**src/rtl/alu_operand_seq.sv**
```systemverilog
// alu_operand_seq: issue/writeback sequencer around a combinational ALU with an operand regfile.
// Define ALU_SEQ_FLAGS_EN to add the flag_z/flag_c outputs.
module alu_operand_seq #(
  parameter int n     = 16,
  parameter int DEPTH = 4,
  parameter int AW    = 2
) (
  input  logic          clock,
  input  logic          reset,
  input  logic          cmd_valid,
  output logic          cmd_ready,
  input  logic [4:0]    cmd_op,
  input  logic [AW-1:0] cmd_ra,
  input  logic [AW-1:0] cmd_rb,
  input  logic [AW-1:0] cmd_rd,
  input  logic          cmd_wr,
  input  logic          load_valid,
  input  logic [AW-1:0] load_addr,
  input  logic [n:0]    load_data,
  output logic [n:0]    alu_A,
  output logic [n:0]    alu_B,
  output logic [4:0]    alu_sel,
  input  logic [n:0]    alu_out,
  input  logic          alu_cout,
`ifdef ALU_SEQ_FLAGS_EN
  output logic          flag_z,
  output logic          flag_c,
`endif
  output logic          res_valid,
  output logic [n:0]    res_data,
  output logic          res_cout,
  output logic          busy
);
  localparam logic [1:0] IDLE = 2'd0, EXEC = 2'd1, WB = 2'd2;
  logic [1:0]    r_state;
  logic [n:0]    r_rf [DEPTH];
  logic [AW-1:0] r_rd;
  logic          r_wr;
  logic          w_accept;
  assign cmd_ready = (r_state == IDLE) & ~load_valid & ~reset;
  assign busy      = (r_state != IDLE) & ~reset;
  assign w_accept  = cmd_valid & cmd_ready;
  always_ff @(posedge clock) begin
    if (reset) begin
      r_state   <= IDLE;
      for (int i = 0; i < DEPTH; i++) r_rf[i] <= '0;
      alu_A     <= '0;
      alu_B     <= '0;
      alu_sel   <= '0;
      r_rd      <= '0;
      r_wr      <= 1'b0;
      res_valid <= 1'b0;
      res_data  <= '0;
      res_cout  <= 1'b0;
`ifdef ALU_SEQ_FLAGS_EN
      flag_z    <= 1'b0;
      flag_c    <= 1'b0;
`endif
    end else begin
      r_state   <= r_state == EXEC ? WB : r_state == WB ? IDLE : w_accept ? EXEC : IDLE;
      res_valid <= r_state == WB;
      if (r_state == IDLE && load_valid) r_rf[load_addr] <= load_data;
      if (w_accept) begin
        alu_A   <= r_rf[cmd_ra];
        alu_B   <= r_rf[cmd_rb];
        alu_sel <= cmd_op;
        r_rd    <= cmd_rd;
        r_wr    <= cmd_wr;
      end
      if (r_state == WB) begin
        res_data <= alu_out;
        res_cout <= alu_cout;
        if (r_wr) r_rf[r_rd] <= alu_out;
`ifdef ALU_SEQ_FLAGS_EN
        flag_z   <= alu_out == '0;
        flag_c   <= alu_cout;
`endif
      end
    end
  end
endmodule

```
**config.mk**
```make
export PLATFORM = sky130hd
export DESIGN_NAME = alu_operand_seq
export DESIGN_NICKNAME = d
export VERILOG_FILES = /design/src/rtl/alu_operand_seq.sv
export SDC_FILE = /design/constraint.sdc
export NUM_CORES = 1
export LEC_CHECK = 0
export CAP_MARGIN = 20
export CORE_AREA = 2 2 132 134
export CTS_CLUSTER_SIZE = 30
export DETAILED_ROUTE_END_ITERATION = 8
export DIE_AREA = 0 0 134 136
export PLACE_DENSITY_LB_ADDON = 0.12
export SYNTH_ARGS = -nofsm -noshare
export SYNTH_HDL_FRONTEND = slang
export SYNTH_SLANG_ARGS = --single-unit
```
**constraint.sdc**
```tcl
create_clock -name clock -period 5 [get_ports clock]
set_input_delay 1.5 -clock clock [delete_from_list [all_inputs] [get_ports clock]]
set_output_delay 1.5 -clock clock [all_outputs]
set_load 0.01 [all_outputs]
```
==> impl_metrics.tcl <==
set metrics [dict create \
    max_freq_mhz 227 \
    drt_iter0_markers 216 \
    grt_pass1_wl_um 22100 \
    tightest_slew_ps 880 \
    met3_usage_pct 4.36 \
    place_congestion 0.801 \
    clkLatencyLatePin_ps 410 \
    p_switching_uw 595 \
    routed_wl_um 13800 \
    cts.clk_slew.worst_paths_ps 60 \
    io_pins 113 \
    reg2reg_slack_ps 2380 \
    ctsResizeCount 0 \
    synth_warnings 0 \
    path_common_cell "clkdlybuf4s50_1" \
    overflow 0 \
    rsz0062_at_grt "no" \
    yosys.area_share.adder_pct 0 \
    die_h_um 136 \
    yosysUniqueCellTypes 35 \
    coreArea_um2 16900 \
    place_hpwl_um 10300 \
    clock_sinks 131 \
    antenna_cells 0 \
    synth_nets 471 \
    hold_class "register to register" \
    hold_buffers 0 \
    p_int_uw 2200 \
    drt_pass1_iterations 4 \
    met1_usage_pct 22.9 \
    drtAntennaViolNets 0 \
    postCtsSetupBuffers 0 \
    met2_usage_pct 22.9 \
    slowest_delay_ps 600 \
    maxCapViolCount 0 \
    synthCells 418 \
    endpoint_kind "output pin" \
    vdd_drop_max_mv 0.244 \
    critical_path_class "primary input to output pin" \
    clock_power_share_pct 46.8 \
    die_x_um 134 \
    cts_buffer_depth 2 \
    cpMaxStageDelayCell "clkdlybuf4s50_1" \
    syn-cell-area_um2 5810 \
    period_share_pct 88.1 \
    track_usage_pct 16.0 \
    grt-busiest-layer "met2" \
    tritoncts "yes" \
    hold_ws_ps 458 \
    grt_max_degree 36 \
    synthSimpleGateAreaFrac_pct 9.77 \
    total_power_uw 2800 \
    antenna_found_initial 0 \
    via_per_inst 5.19 \
    seqPwrFrac_pct 43.5 \
    avgSynthCellArea_um2 13.9 \
    cts_buffers 17 \
    finalSetupViolCount 0 \
    design.die.area_um2 18200 \
    syn_to_final_growth_pct 32.2 \
    synth_compound_area_share_pct 14.0 \
    final-max-slew-violation-count 0 \
    nets 574 \
    critPathTopFamily "buffers and inverters" \
    swShare_pct 21.3 \
    synth_mux_area_share_pct 13.2 \
    clock_skew_ps 5.88 \
    hold_violations 0 \
    drive_gt1_share_pct 18.2 \
    grt_pass1_vias 3921 \
    num_rows 48 \
    avgRoutedWirePerCell_um 18.2 \
    vias 3936 \
    cp-start-kind "primary input" \
    io_buffer_count 112 \
    cp_cell_sequence "clkdlybuf4s50_1, nor4_2, clkdlybuf4s50_1" \
    power_density_nw_per_um2 364 \
    crit_arrival_ps 2900 \
    synthXorXnorAreaFrac_pct 0 \
    drc_errors 0 \
    initial_utilization_pct 34.4 \
    worst_ep_required_time_ps 3500 \
    synth.ff_latch_count 131 \
    cts-root-buf "clkbuf_16" \
    p_leak_uw 0.00280 \
    fin_crit_ps 4400 \
    comb_power_share_pct 9.6 \
    crit_fanout 5 \
    fin_ws_ps 597 \
    synth_top_family_by_area "compound AO/OA/AOI/OAI gates" \
    n_fill_cell 1508 \
    max_slew_margin_pct 41.2 \
    status "finished clean" \
    setup_tns_ps 0 \
    place_ws_ps 593 \
    critPathBufInv 2 \
    synth_seq_area_share_pct 56.8 \
    cts_max_level 4 \
]
==> metrics by stage <==
step / util, % / instances / instance area (um^2)
global route: 45.5 / 759 / 7690
CTS: 45.5 / 759 / 7690
floorplan: - / 418 / 5810
finish: 45.5 / 759 / 7690
global placement: 41.9 / 727 / 7060
detailed placement: 41.9 / 727 / 7060
==> final timing paths <==
kind | cells after the start | start | end
setup / recovery | 3 | load_valid | cmd_ready
hold / removal | 2 | alu_sel[3] | alu_sel[3]
setup reg to reg | 4 | r_state[0] | r_rf[0][8]
hold reg to reg | 2 | alu_sel[3] | alu_sel[3]
==> flip-flops by register name, indices dropped and copies added, names as in the netlist <==
register / flops
alu_sel: 5
alu_B: 17
res_data: 17
alu_A: 17
r_rd: 2
r_wr: 1
res_valid: 1
res_cout: 1
r_rf: 68
r_state: 2
==> power by group through the flow <==
stage | logic [uW] | clock network [uW] | registers [uW]
2_1_floorplan | 151 | 0 | 1230
3_3_place_gp | 268 | 0 | 1240
3_5_place_dp | 272 | 0 | 1240
4_1_cts | 272 | 1340 | 1220
5_1_grt | 291 | 1390 | 1220
6_report | 269 | 1310 | 1220
==> per-layer routing <==
metal | vias to the layer above | part of all wire [%] | routed length [um]
met5 | - | 0 | 0
met4 | 0 | 1.7 | 230
met3 | 18 | 4.9 | 679
met2 | 121 | 43 | 5900
met1 | 1908 | 51 | 7030
li1 | 1889 | - | -
==> worst register-to-register path, stage by stage, from the launching register on <==
cell     delay, ps
dfxtp_1        430
or4b_4         640
o21a_1         400
o31ai_2        560
buf_4          290
==> kinds of logic after synthesis <==
family	after synthesis
compound gates	98
buf+inv	62
flops	131
mux	34
simple gates	93
==> layout by cell type, fill, tap and decap left out, drive strengths merged <==
cell           count
and3               1
a21oi              3
a22o              52
nand3             16
nor4               1
buf               15
nor2               5
o21ai              2
clkdlybuf4s50    112
clkbuf            19
a22oi             17
o22ai              2
nand4bb            1
o21a               2
bufinv             5
nor3              54
dfxtp             63
and3b              1
and2               1
mux4              34
a32oi             17
and4bb             2
edfxtp            68
o22a               2
clkinv             8
o31ai              1
or4b               2
nand2              8
inv               19
nor4b              1
==> cells in the mapped netlist, drive strengths merged <==
cell type  count  area (um^2)
nand3         16         80.1
nand4bb        1         11.3
o31ai          1         7.51
or4b           2         23.8
nand2          8         30.0
a22o          52          455
edfxtp        68         2040
inv           19         71.3
buf           35          258
and2           1         8.76
nor4           1         12.5
o22a           2         17.5
and3b          1         8.76
dfxtp         63         1260
nor3          54          325
nor2           5         21.3
and4bb         2         25.0
a21oi          3         15.0
a32oi         17          149
o21ai          2         10.0
a22oi         17          128
nor4b          1         15.0
and3           1         6.26
clkbuf         8         30.0
mux4          34          766
o22ai          2         18.8
o21a           2         15.0
==> area by class of cell <==
cell class,count,area (um^2),area share (%)
clock buffer,19,433,5.63
timing repair buffer,127,1230,16.1
sequential,131,3300,43.0
tap,225,282,3.66
inverter,19,71.3,0.928
multi-input combinational,225,2170,28.3
clock inverter,13,189,2.46
(Power assumes the default switching activity.)
==> RTL edit 1 (same settings) <==
Add a define of `ALU_SEQ_FLAGS_EN`.
--- a/src/rtl/alu_operand_seq.sv
+++ b/src/rtl/alu_operand_seq.sv
@@ -1,4 +1,6 @@
 // alu_operand_seq: issue/writeback sequencer around a combinational ALU with an operand regfile.
 // Define ALU_SEQ_FLAGS_EN to add the flag_z/flag_c outputs.
+`define ALU_SEQ_FLAGS_EN
+
 module alu_operand_seq #(
   parameter int n     = 16,
Behaviour (old outputs only; new: flag_c and flag_z): unchanged (equiv_simple and equiv_induct, registers matched by name and starting in step).
==> RTL edit 1 against the original RTL <==
Power down 2.0%; sequential cell count up 1; final area up 1.9%; critical path depth unchanged; worst setup slack better by 9.7 ps; wire length up 5.1%; synthesized area up 3.2%; cell count up 1.7%; critical path type unchanged; largest power group unchanged; highest routed layer unchanged.
==> RTL edit 1: results (changes against the original RTL) <==
[place]
dpl_cell_area_mm2 = 0.007241  ; +2.5%
gp_congestion = 0.7670  ; -4.2%
place_inst = 740  ; +1.8%
port_buffers = 114  ; +1.8%
pre_cts_slack_ps = 617.1  ; +23.83 ps
hpwl_um = 10630  ; +3.1%

[layout]
clk_share_pct = 7.541  ; -0.55 points
area_delta_synth_final_pct = 30.61
multiInputGateArea_mm2 = 0.002300  ; +5.8%
multi_input_cells = 233  ; +3.6%
sh_seq_area_pct = 42.43  ; -0.54 points
post_route_cells_drive_above_1_share_pct = 21.39  ; +3.2 points
fin_nets = 587  ; +2.3%
fillers = 1476  ; -2.1%
post-route-util_pct = 46.40  ; +0.86 points
n_all_inverters = 20  ; +1
nonClkBufAreaFrac_pct = 16.10  ; +0.054 points
fin_cells = 772  ; +1.7%
num-nonclk-buffers = 130  ; +2.4%

[power]
vdd_drop_max_mv = 0.2196  ; -10%
power.leakage_nw = 2.840  ; +1.3%
p_switching_uw = 628.0  ; +5.5%
power_density_mw_per_mm2 = 350.1  ; -3.8%

[clock_network]
post_cts_buffers = 0  ; unchanged
cts_resized = 0  ; unchanged
ctsHoldBuffers = 0  ; unchanged
clock_path_buffers = 2  ; unchanged
cts_max_level = 4  ; unchanged
cts-root-buf = clkbuf_16
clkLatencyLatePin_ps = 420

[grt]
grt_pass1_vias = 3985  ; +1.6%
grt_util_all_layers_pct = 16.54  ; +0.55 points
grt_use_met2_pct = 23.70  ; +0.83 points
grt_max_degree = 37  ; +2.8%
use_met3_pct = 4.773  ; +0.41 points
grt_use_met1_pct = 23.70  ; +0.84 points
antenna_found_initial = 0  ; unchanged
grt_pass1_wl_um = 22830  ; +3.2%

[worst_setup_path]
crit_slowest_cell = clkdlybuf4s50_1
arrival_ps = 2890  ; about the same
ff2ff_path_depth = 4  ; unchanged
cp_max_fo = 5  ; unchanged

[yosys]
syn_nets = 482  ; +2.3%
synthTopCellsByArea = edfxtp_1 34%, dfxtp_1 21%, mux4_2 13%
synth_seq_cells = 132  ; +0.76%
synth_xor_area_share_pct = 0  ; unchanged
synthTopCellsByCount = 68 x edfxtp_1, 64 x dfxtp_1, 48 x a22o_1, 34 x mux4_2, 34 x nor3_1
synth_cell_types = 39  ; +11%
synth-compound-area-share_pct = 14.98  ; +0.95 points
synth_mux_area_share_pct = 12.77  ; -0.40 points
ys_seq_area_share_pct = 55.43  ; -1.4 points
synth_area_per_cell_um2 = 13.98  ; +0.52%

[worst_hold_path]
min_path_cells = 1  ; -1

[timing]
skew_ps = 5.747  ; -0.1325 ps
tightest_slew_ps = 909.4  ; +29.73 ps

[routing]
drt_iter0_markers = 295  ; +37%
viasPerCell = 5.251  ; +1.3%
wl_per_cell_um = 18.85  ; +3.4%

[run_status]
status = complete, no violations

RTL edit 1: per-layer routing:
| layer | vias to the layer above | part of all wire (%) |
|---|---|---|
| li1 | 1950 | - |
| met1 | 1957 | 50 |
| met2 | 129 | 43 |
| met3 | 18 | 5.9 |
| met4 | 0 | 1.6 |
| met5 | - | 0 |
RTL edit 1: final timing paths:
| path | from | to | slack, ps |
|---|---|---|---|
| worst max-delay path | load_valid | cmd_ready | 610 |
| worst min-delay path | alu_B[13] | alu_B[13] | 470 |
| worst max register to register | r_state[0] | r_rf[1][6] | 2440 |
| worst min register to register | alu_B[13] | alu_B[13] | 470 |
RTL edit 1: power groups by stage:
stage          combinational, mW  clock [mW]  sequential, mW
2_1_floorplan              0.159           0            1.24
3_5_place_dp               0.282           0            1.25
4_1_cts                    0.282        1.26            1.23
6_report                   0.280        1.24            1.23
5_1_grt                    0.302        1.30            1.23
3_3_place_gp               0.277           0            1.24
==> RTL edit 2 (same settings) <==
Without the edit above. Make the reset (`reset`) asynchronous in one clocked block.
--- a/src/rtl/alu_operand_seq.sv
+++ b/src/rtl/alu_operand_seq.sv
@@ -41,5 +41,5 @@
   assign busy      = (r_state != IDLE) & ~reset;
   assign w_accept  = cmd_valid & cmd_ready;
-  always_ff @(posedge clock) begin
+  always_ff @(posedge clock or posedge reset) begin
     if (reset) begin
       r_state   <= IDLE;
Function: differs if reset is asserted again (counterexample within 4 cycles, from zero or initial values and one cycle with reset high); with reset held inactive, the same outputs for 4 cycles.
==> RTL edit 2 against the original RTL <==
Hold slack better by 48 ps; wire length is 46% higher; final area is 15% higher; sequential cell count stayed put; clock skew hardly changed; first-iteration DRC count grew to 3.5 times the old value; worst setup slack worse by 120 ps; synthesized area is 21% higher; maximum frequency is 2.6% lower.
Power is not compared: it rests on default switching activity, and its combinational part moved more than twofold at a synthesized area within 25%.
==> RTL edit 2: results (changes against the original RTL) <==
[yosys]
async_flop_share_pct = 100.0  ; +100 points
synthTopCellsByCount = 131 x dfrtp_1, 44 x o21ai_0, 39 x mux2_4, 34 x a31oi_1, 34 x nor3_1
syn_nets = 618  ; +31%
synth_cell_types = 37  ; +5.7%
ys_seq_area_share_pct = 46.50  ; -10 points
synthTopCellsByArea = dfrtp_1 47%, mux4_2 10%, mux2_4 8.3%

[grt]
grt_pass1_vias = 5259  ; +34%
grt_max_degree = 61  ; +69%
grt_util_all_layers_pct = 22.74  ; +6.8 points
grt_pass1_wl_um = 31230  ; +41%

[timing]
max-slew-margin-rel_pct = 27.34  ; -14 points
skew_ps = 6.243  ; +0.3637 ps
period_share_pct = 90.43  ; +2.4 points

[layout]
top_register = r_rf
fin_nets = 701  ; +22%
post_route_cells_drive_above_1_share_pct = 22.39  ; +4.2 points
final_area_mm2 = 0.008812  ; +15%
largest_register_ffs = 68  ; unchanged

[routing]
routed-wl-met3_um = 1913  ; +180%
wl_met1_um = 9131  ; +30%
drt_iter0_markers = 760  ; +250%
drt_pass1_iterations = 5  ; +1
dr_wl_met2_um = 8791  ; +49%
vias = 5404  ; +37%
wirelength_um = 20160  ; +46%

[power]
power.leakage_nw = 3.566
p_switching_mw = 1.195

[place]
dpl_cell_area_mm2 = 0.008199  ; +16%
gp_congestion = 0.8097  ; +1.1%
port_buffers = 112  ; unchanged
hpwl_um = 12890  ; +25%
pre_cts_slack_ps = 481.5  ; -111.8 ps

[worst_setup_path]
reg2reg_slack_ps = 2530  ; +150 ps
arrival_ps = 3020  ; +120 ps
cp_max_fo = 5  ; unchanged

[run_status]
status = complete, no violations

[clock_network]
numCtsBuffers = 17  ; unchanged
ctsHoldBuffers = 0  ; unchanged
clkLatencyLatePin_ps = 430  ; +20 ps
clk_pin_slew_ps = 50
clock_path_buffers = 2  ; unchanged

[worst_hold_path]
hold_path_class = reg -> reg

RTL edit 2: cell types whose count changed after synthesis, moves of 21 or more:
cell      unedited run  this run
a22o_1              52         0
mux2_4               0        39
edfxtp_1            68         0
mux2_2               0        21
dfxtp_1             63         0
dfrtp_1              0       131
o21ai_0              2        44
a31oi_1              0        34
RTL edit 2: cells by family (layout without fill, tap and decap cells):
family | count (synthesis) | in the layout | share of synthesized area [%]
flops | 131 | 131 | 46.50
simple gates | 103 | 103 | 8.484
buf+inv | 67 | 163 | 5.484
compound gates | 170 | 170 | 16.90
mux | 94 | 94 | 22.63
RTL edit 2: worst max-delay path, cell delays in order:
cell and delay, ps:
clkdlybuf4s50_1 530, nor4_4 400, clkdlybuf4s50_1 600
RTL edit 2: area by class of cell:
type | instances | area (µm²)
Multi-Input combinational cell | 367 | 3400
Timing Repair Buffer | 127 | 1232
Sequential cell | 131 | 3279
Tap cell | 225 | 281.5
Clock buffer | 18 | 439.2
Fill cell | 1453 | 8064
Clock inverter | 14 | 162.7
Inverter | 4 | 17.52
RTL edit 2: through the flow:
stage | utilization, % | power, mW | std cells | hold slack (ps)
final | 52.22 | 4.149 | 886 | 505.3
after global placement | 48.58 | 2.841 | 853 | 490.5
after detailed placement | 48.58 | 2.894 | 853 | 491.5
after floorplan | - | 2.295 | 565 | 522.0
after CTS | 52.15 | 4.175 | 885 | 508.4
after global routing | 52.22 | 4.345 | 886 | 518.8
RTL edit 2: per-layer routing:
layer  track usage (%)  vias up
met5                 0        -
met4             7.920        0
met3             6.450       36
met2             32.19      317
met1             33.35     2692
li1                  -     2359
RTL edit 2: power groups by stage:
stage / combinational, mW / sequential (mW) / clock [mW]
5_1_grt: 1.34 / 1.67 / 1.34
3_3_place_gp: 1.23 / 1.61 / 0
3_5_place_dp: 1.26 / 1.64 / 0
2_1_floorplan: 0.665 / 1.63 / 0
6_report: 1.25 / 1.63 / 1.27
4_1_cts: 1.26 / 1.62 / 1.29
RTL edit 2: final timing paths:
kind | from | to | depth (start not counted)
setup / recovery | load_valid | cmd_ready | 3
hold / removal | res_cout | res_cout | 1
setup reg to reg | r_state[1] | r_rf[54] | 3
hold reg to reg | res_cout | res_cout | 1
max in group asynchronous | reset | r_rf[59] | 3
min in group asynchronous | reset | alu_B[4] | 2
